==> config.mk <==
export PLATFORM = sky130hd
export DESIGN_NAME = bram_dump_ctrl
export DESIGN_NICKNAME = d
export VERILOG_FILES = /design/src/rtl/bram_dump_ctrl.sv
export SDC_FILE = /design/constraint.sdc
export NUM_CORES = 1
export LEC_CHECK = 0
export CAP_MARGIN = 5
export CORE_ASPECT_RATIO = 2
export CORE_UTILIZATION = 58
export DETAILED_ROUTE_END_ITERATION = 16
export HOLD_SLACK_MARGIN = 0.08
export PLACE_DENSITY = 0.84
export SKIP_CTS_REPAIR_TIMING = 1
export SLEW_MARGIN = 20
export SYNTH_ARGS = -nofsm -noshare
export SYNTH_HDL_FRONTEND = slang
export SYNTH_SLANG_ARGS = --single-unit
export TNS_END_PERCENT = 1
==> constraint.sdc <==
create_clock -name clk -period 4 [get_ports clk]
set_input_delay 0.8 -clock clk [delete_from_list [all_inputs] [get_ports clk]]
set_output_delay 0.8 -clock clk [all_outputs]
set_load 0.03 [all_outputs]
==> src/rtl/bram_dump_ctrl.sv <==
// ---------------------------------------------------------------------------
// bram_dump_ctrl
//
// Purpose:
//   A command-driven BRAM dumper that sits between a UART and a block RAM.
//   It accepts single-byte commands from the UART receiver. Some commands
//   take a two-byte argument, sent high byte first.
//     CMD_ADDR hi lo : set the dump start address (low ADDR_W bits are used)
//     CMD_LEN  hi lo : set the dump length in bytes (16 bits)
//     CMD_DUMP       : stream `length` bytes from BRAM, starting at
//                      start_addr and wrapping modulo 2^ADDR_W
//     CMD_ABORT      : stop a dump in progress
//   The controller reads one byte per BRAM access and hands it to the UART
//   transmitter. It waits for the transmitter to go idle before it issues
//   the next read.
//
// Ports:
//   clk       in   1       clock
//   reset     in   1       asynchronous, active-high reset
//   rx_byte   in   8       received UART byte, valid when rx_ready=1
//   rx_ready  in   1       one-cycle strobe per received byte
//   tx_byte   out  8       byte to UART transmitter
//   tx_send   out  1       one-cycle send strobe to UART transmitter
//   tx_busy   in   1       transmitter busy; may lag tx_send by one cycle
//   mem_addr  out  ADDR_W  BRAM read address (holds while mem_rd=0)
//   mem_rd    out  1       BRAM read enable; mem_data valid the next cycle
//   mem_data  in   8       BRAM read data
//   active    out  1       high while a dump is in progress
//   done      out  1       one-cycle strobe at end or abort of a dump
// ---------------------------------------------------------------------------
module bram_dump_ctrl #(
    parameter int         ADDR_W    = 10,
    parameter logic [7:0] CMD_ADDR  = 8'h41,
    parameter logic [7:0] CMD_LEN   = 8'h4E,
    parameter logic [7:0] CMD_DUMP  = 8'h44,
    parameter logic [7:0] CMD_ABORT = 8'h58
) (
    input  logic              clk,
    input  logic              reset,
    input  logic [7:0]        rx_byte,
    input  logic              rx_ready,
    output logic [7:0]        tx_byte,
    output logic              tx_send,
    input  logic              tx_busy,
    output logic [ADDR_W-1:0] mem_addr,
    output logic              mem_rd,
    input  logic [7:0]        mem_data,
    output logic              active,
    output logic              done
);

    // After reset the length covers the whole memory, so a bare CMD_DUMP
    // dumps the entire BRAM.
    localparam logic [15:0] LEN_RST = 16'(32'd1 << ADDR_W);

    typedef enum logic [3:0] {
        IDLE,
        ARG_HI,
        ARG_LO,
        RD,
        CAP,
        SEND,
        GUARD,
        WAITTX,
        FIN
    } state_t;

    state_t state;
    state_t next_state;

    logic [ADDR_W-1:0] start_addr;
    logic [15:0]       length;
    logic [ADDR_W-1:0] cur_addr;
    logic [15:0]       remain;
    logic [7:0]        arg_hi;
    logic              cmd_is_len;    // the pending argument targets length
    logic              abort_pend;    // abort seen after the byte was sent

    logic        abort_now;
    logic [15:0] remain_dec;
    logic [15:0] arg_word;

    assign abort_now  = rx_ready && (rx_byte == CMD_ABORT);
    assign remain_dec = remain - 16'd1;
    assign arg_word   = {arg_hi, rx_byte};

    // -----------------------------------------------------------------------
    // State register
    // -----------------------------------------------------------------------
    // NOTE: clocked state uses non-blocking assignments, so every always_ff
    // block samples pre-edge values and the blocks cannot race each other.
    always_ff @(posedge clk or posedge reset) begin
        if (reset) begin
            state <= IDLE;
        end else begin
            state <= next_state;
        end
    end

    // -----------------------------------------------------------------------
    // Next-state and output decode
    // -----------------------------------------------------------------------
    // NOTE: every signal gets a default before the case statement. A path
    // that leaves a signal unassigned would infer a latch.
    always_comb begin
        next_state = state;
        tx_send    = 1'b0;
        mem_rd     = 1'b0;
        active     = 1'b0;
        done       = 1'b0;

        unique case (state)
            IDLE: begin
                if (rx_ready) begin
                    if (rx_byte == CMD_ADDR || rx_byte == CMD_LEN) begin
                        next_state = ARG_HI;
                    end else if (rx_byte == CMD_DUMP) begin
                        next_state = (length != 16'd0) ? RD : FIN;
                    end
                end
            end

            // Argument bytes are taken verbatim, even if they match a
            // command code.
            ARG_HI: begin
                if (rx_ready) begin
                    next_state = ARG_LO;
                end
            end

            ARG_LO: begin
                if (rx_ready) begin
                    next_state = IDLE;
                end
            end

            RD: begin
                mem_rd     = 1'b1;
                active     = 1'b1;
                next_state = abort_now ? FIN : CAP;
            end

            CAP: begin
                active     = 1'b1;
                next_state = abort_now ? FIN : SEND;
            end

            SEND: begin
                tx_send    = 1'b1;
                active     = 1'b1;
                next_state = GUARD;
            end

            // The transmitter can raise tx_busy one cycle after tx_send.
            // This state skips that cycle so WAITTX never sees a stale
            // idle signal.
            GUARD: begin
                active     = 1'b1;
                next_state = WAITTX;
            end

            WAITTX: begin
                active = 1'b1;
                if (!tx_busy) begin
                    if (abort_pend || abort_now || remain_dec == 16'd0) begin
                        next_state = FIN;
                    end else begin
                        next_state = RD;
                    end
                end
            end

            FIN: begin
                done       = 1'b1;
                next_state = IDLE;
            end

            default: begin
                next_state = IDLE;
            end
        endcase
    end

    // -----------------------------------------------------------------------
    // Command registers
    // -----------------------------------------------------------------------
    always_ff @(posedge clk or posedge reset) begin
        if (reset) begin
            cmd_is_len <= 1'b0;
            arg_hi     <= 8'h00;
            start_addr <= '0;
            length     <= LEN_RST;
        end else if (rx_ready) begin
            unique case (state)
                IDLE: begin
                    if (rx_byte == CMD_ADDR || rx_byte == CMD_LEN) begin
                        cmd_is_len <= (rx_byte == CMD_LEN);
                    end
                end
                ARG_HI: begin
                    arg_hi <= rx_byte;
                end
                ARG_LO: begin
                    if (cmd_is_len) begin
                        length <= arg_word;
                    end else begin
                        start_addr <= arg_word[ADDR_W-1:0];
                    end
                end
                default: ;
            endcase
        end
    end

    // -----------------------------------------------------------------------
    // Dump datapath
    // -----------------------------------------------------------------------
    // A dump works on working copies (cur_addr, remain), so start_addr and
    // length survive it and a second CMD_DUMP repeats the same transfer.
    // mem_addr is loaded only when the FSM enters RD, so it keeps its value
    // while mem_rd is low.
    always_ff @(posedge clk or posedge reset) begin
        if (reset) begin
            cur_addr   <= '0;
            remain     <= 16'd0;
            mem_addr   <= '0;
            tx_byte    <= 8'h00;
            abort_pend <= 1'b0;
        end else begin
            unique case (state)
                IDLE: begin
                    if (next_state == RD) begin
                        cur_addr   <= start_addr;
                        remain     <= length;
                        mem_addr   <= start_addr;
                        abort_pend <= 1'b0;
                    end
                end

                CAP: begin
                    if (!abort_now) begin
                        tx_byte <= mem_data;
                    end
                end

                SEND, GUARD: begin
                    if (abort_now) begin
                        abort_pend <= 1'b1;
                    end
                end

                WAITTX: begin
                    if (abort_now) begin
                        abort_pend <= 1'b1;
                    end
                    if (!tx_busy) begin
                        remain   <= remain_dec;
                        cur_addr <= cur_addr + 1'b1;
                        if (next_state == RD) begin
                            mem_addr <= cur_addr + 1'b1;
                        end
                    end
                end

                FIN: begin
                    abort_pend <= 1'b0;
                end

                default: ;
            endcase
        end
    end

endmodule

==> results.md <==
* Total CTS buffers at 9
* PwrDens at 845 nW/um^2
* Core Box Area at 7660 sq um
* Clock buffer depth at 2
* Row count at 45
* DIE AREA at around 8300 sq um
* Gr usage total at 0.304
* Worst Skew at 0.0102 ns
* WL per Instance at about 20 microns
* Synth Instances at approximately 430
* TNS Setup at 0 ns
* Vias in the first global route at 3,836
* ANT nets after route at 0
* HP Class: register to register
* Worst-Margin Slew at between 0.8 and 0.9 ns
* Final HPWL DP at just over 8000 microns
* Die Ht at between 100 and 150 microns
* Final period util at 0.891
* Die X at about 65 microns
* H-tree Lvls at 3
* Clk_lat worst skew at about 0.34 ns
* Post-synth EDFFs at 0
* LEAKAGE at roughly 2.1 nW
* Share of layout cells above drive strength 1 at 0.219
* Count of final max-slew check failures at 0
* Gr ovfl total at 0
* TritonRoute pass-1 iters at 5
* Starting density of the core at 0.602
* Synthesis Warnings at 0
* Flops & latches, synth at between 80 and 90
* Worst slack at placement at between 0.15 and 0.2 ns
* Final wirelength at approximately 11,000 microns
* Sequential fraction of the synthesis area at 0.456
* Arrival time of the worst setup path at about 3.8 ns
* Starting DRC count in detailed routing at 368
* Final GP Congestion at ~0.96
* Clk sinks at 84
* Clock-pin slew on the worst setup and hold paths at 0.06 ns
* First-pass GRT wire length at ~19,000 microns
* Post-Syn Nets at 457
* IR drop worst, VDD at roughly 0.52 mV
* Largest net degree at the start of global routing at 50
* Outcome: complete, no violations
* Post-synthesis async set-or-reset flop share at 1.00
* Final worst setup slack at 0.436 ns
* CTS root buffer: clkbuf_16
* Vias at 3,751
* Fmax at between 0.2 and 0.3 GHz
* Final setup violation count at 0
* Synth Area per Inst at approximately 11 sq um
* Met1 Track Usage GR at 0.338
* TritonCTS clock tree: done
* Initial antenna violation count at 0
* Kind of critical path: input pin to register
* Layout area overhead at 16.8%
* Met3 GRT Util at 0.0534
* IO Port Bufs at 41
* Final net count at around 490
* Number of diodes at 0
* Req. time, crit path at roughly 4.2 ns
* Worst setup EP type: register
* Main synth FF type: dfrtp_1
* Via/cell ratio at approximately 6.6
* Slew margin rel. at 0.424
* RSZ-0062 raised after global routing: false
* Max Cap Viol at 0
* Synthesized area at about 4600 sq um
* Tmin final at 3.56 ns
* Max FO, Critical Path at 11
* Met2 global-route usage at 0.510
* Final hold vios at 0
* Cell variety after synth at 60
* GRT busiest layer: met2
* Crit path launch type: input pin
* Io pins at 42
* Residual DRC at 0
## layout by cell type, fill, tap and decap left out, drive strengths merged, types with 11 or more instances in the layout
cell           netlist  layout
clkbuf              19      11
nand3               20      20
nor3                20      20
clkdlybuf4s50        0      41
a21oi               22      22
nand2               37      37
o21ai               14      14
buf                  9      11
dfrtp               83      83
o221ai              15      15
nor2                21      21
mux2                58      58
## where the power goes
group          internal [mW]  total [mW]  switching, mW
Clock                  0.438       0.776          0.337
Combinational          0.970        2.09           1.12
Sequential              1.23        1.68          0.448
Total                   2.64        4.55           1.91
## layout make-up
class | instances | area, sq um
multi-input combinational | 316 | 2340
inverter | 6 | 23.8
sequential | 84 | 2100
clock inverter | 5 | 36.3
timing repair buffer | 52 | 518
clock buffer | 11 | 243
tap | 94 | 118
fill | 558 | 2280
## cell usage after synthesis, types with 2 or more instances
library cell,number,area (sq um)
dfrtp_1,83,2080
mux2_2,49,552
nand2_1,37,139
a21oi_1,22,110
nor2_1,21,78.8
nand3_1,20,100
clkbuf_1,19,71.3
nor3_1,18,90.1
o221ai_1,15,131
o21ai_0,14,70.1
mux2_4,9,135
nor4_1,7,43.8
or2_2,7,43.8
or3_1,7,43.8
nand4_1,6,37.5
nor4b_1,6,52.6
o211ai_1,6,45.0
xnor2_1,6,52.6
inv_1,5,18.8
nor2b_1,5,31.3
a211oi_1,4,30.0
buf_6,4,45.0
nand2b_1,4,25.0
nor3b_1,4,30.0
xor2_1,4,35.0
a311oi_1,3,26.3
buf_2,3,15.0
ha_1,3,37.5
mux2i_1,3,30.0
nand3b_1,3,22.5
o311ai_0,3,26.3
a41oi_1,2,17.5
and3_1,2,12.5
and4_1,2,17.5
o22ai_1,2,12.5
o41ai_1,2,17.5
## cells by family after synthesis
group	count (synthesis)	synth area share
mux	61	0.156
compound gates	86	0.143
simple gates	156	0.182
fa+ha+maj	3	0.00815
xor+xnor	10	0.0190
flops	84	0.456
buf+inv	34	0.0358
## flip-flops by register name, indices dropped and copies added, names as in the netlist
signal / count
length: 16
remain: 16
cur_addr: 10
mem_addr: 10
start_addr: 10
arg_hi: 8
tx_byte: 8
state: 4
abort_pend: 1
cmd_is_len: 1
## routing by layer
layer	wire length, microns	vias to the layer above	share of wire
met5	0	-	0
met4	646	0	0.056
met3	506	52	0.044
met2	6030	159	0.53
met1	4270	1846	0.37
li1	-	1694	-
## stage by stage
| step | cell area (sq um) | std cells | total power, mW | hold WS, ns | util |
|---|---|---|---|---|---|
| floorplan | 4610 | 434 | 3.12 | 0.475 | - |
| global placement | 5100 | 552 | 3.65 | 0.484 | 0.666 |
| CTS | 5380 | 568 | 4.53 | 0.506 | 0.703 |
| finish | 5380 | 568 | 4.55 | 0.505 | 0.703 |
| detailed placement | 5100 | 552 | 3.74 | 0.493 | 0.666 |
| global route | 5380 | 568 | 4.80 | 0.517 | 0.703 |
## worst paths after layout
path	start	endpoint	slack (ns)	depth (start not counted)
worst max-delay path	rx_ready	cur_addr[9]	0.44	9
worst min-delay path	arg_hi[3]	arg_hi[3]	0.50	1
worst max register to register	remain[0]	remain[2]	0.76	10
worst min register to register	arg_hi[3]	arg_hi[3]	0.50	1
max in group asynchronous	reset	length[10]	2.34	3
min in group asynchronous	reset	mem_addr[7]	0.93	2
## critical path, cell delays in order
cell,delay [ns]
clkdlybuf4s50_1,0.66
nor4b_1,0.56
and3_1,0.31
nand4b_1,0.18
a21o_1,0.27
a21boi_4,0.17
o31ai_2,0.23
buf_4,0.26
mux2_2,0.36
Power figures use the tool's default switching activity.
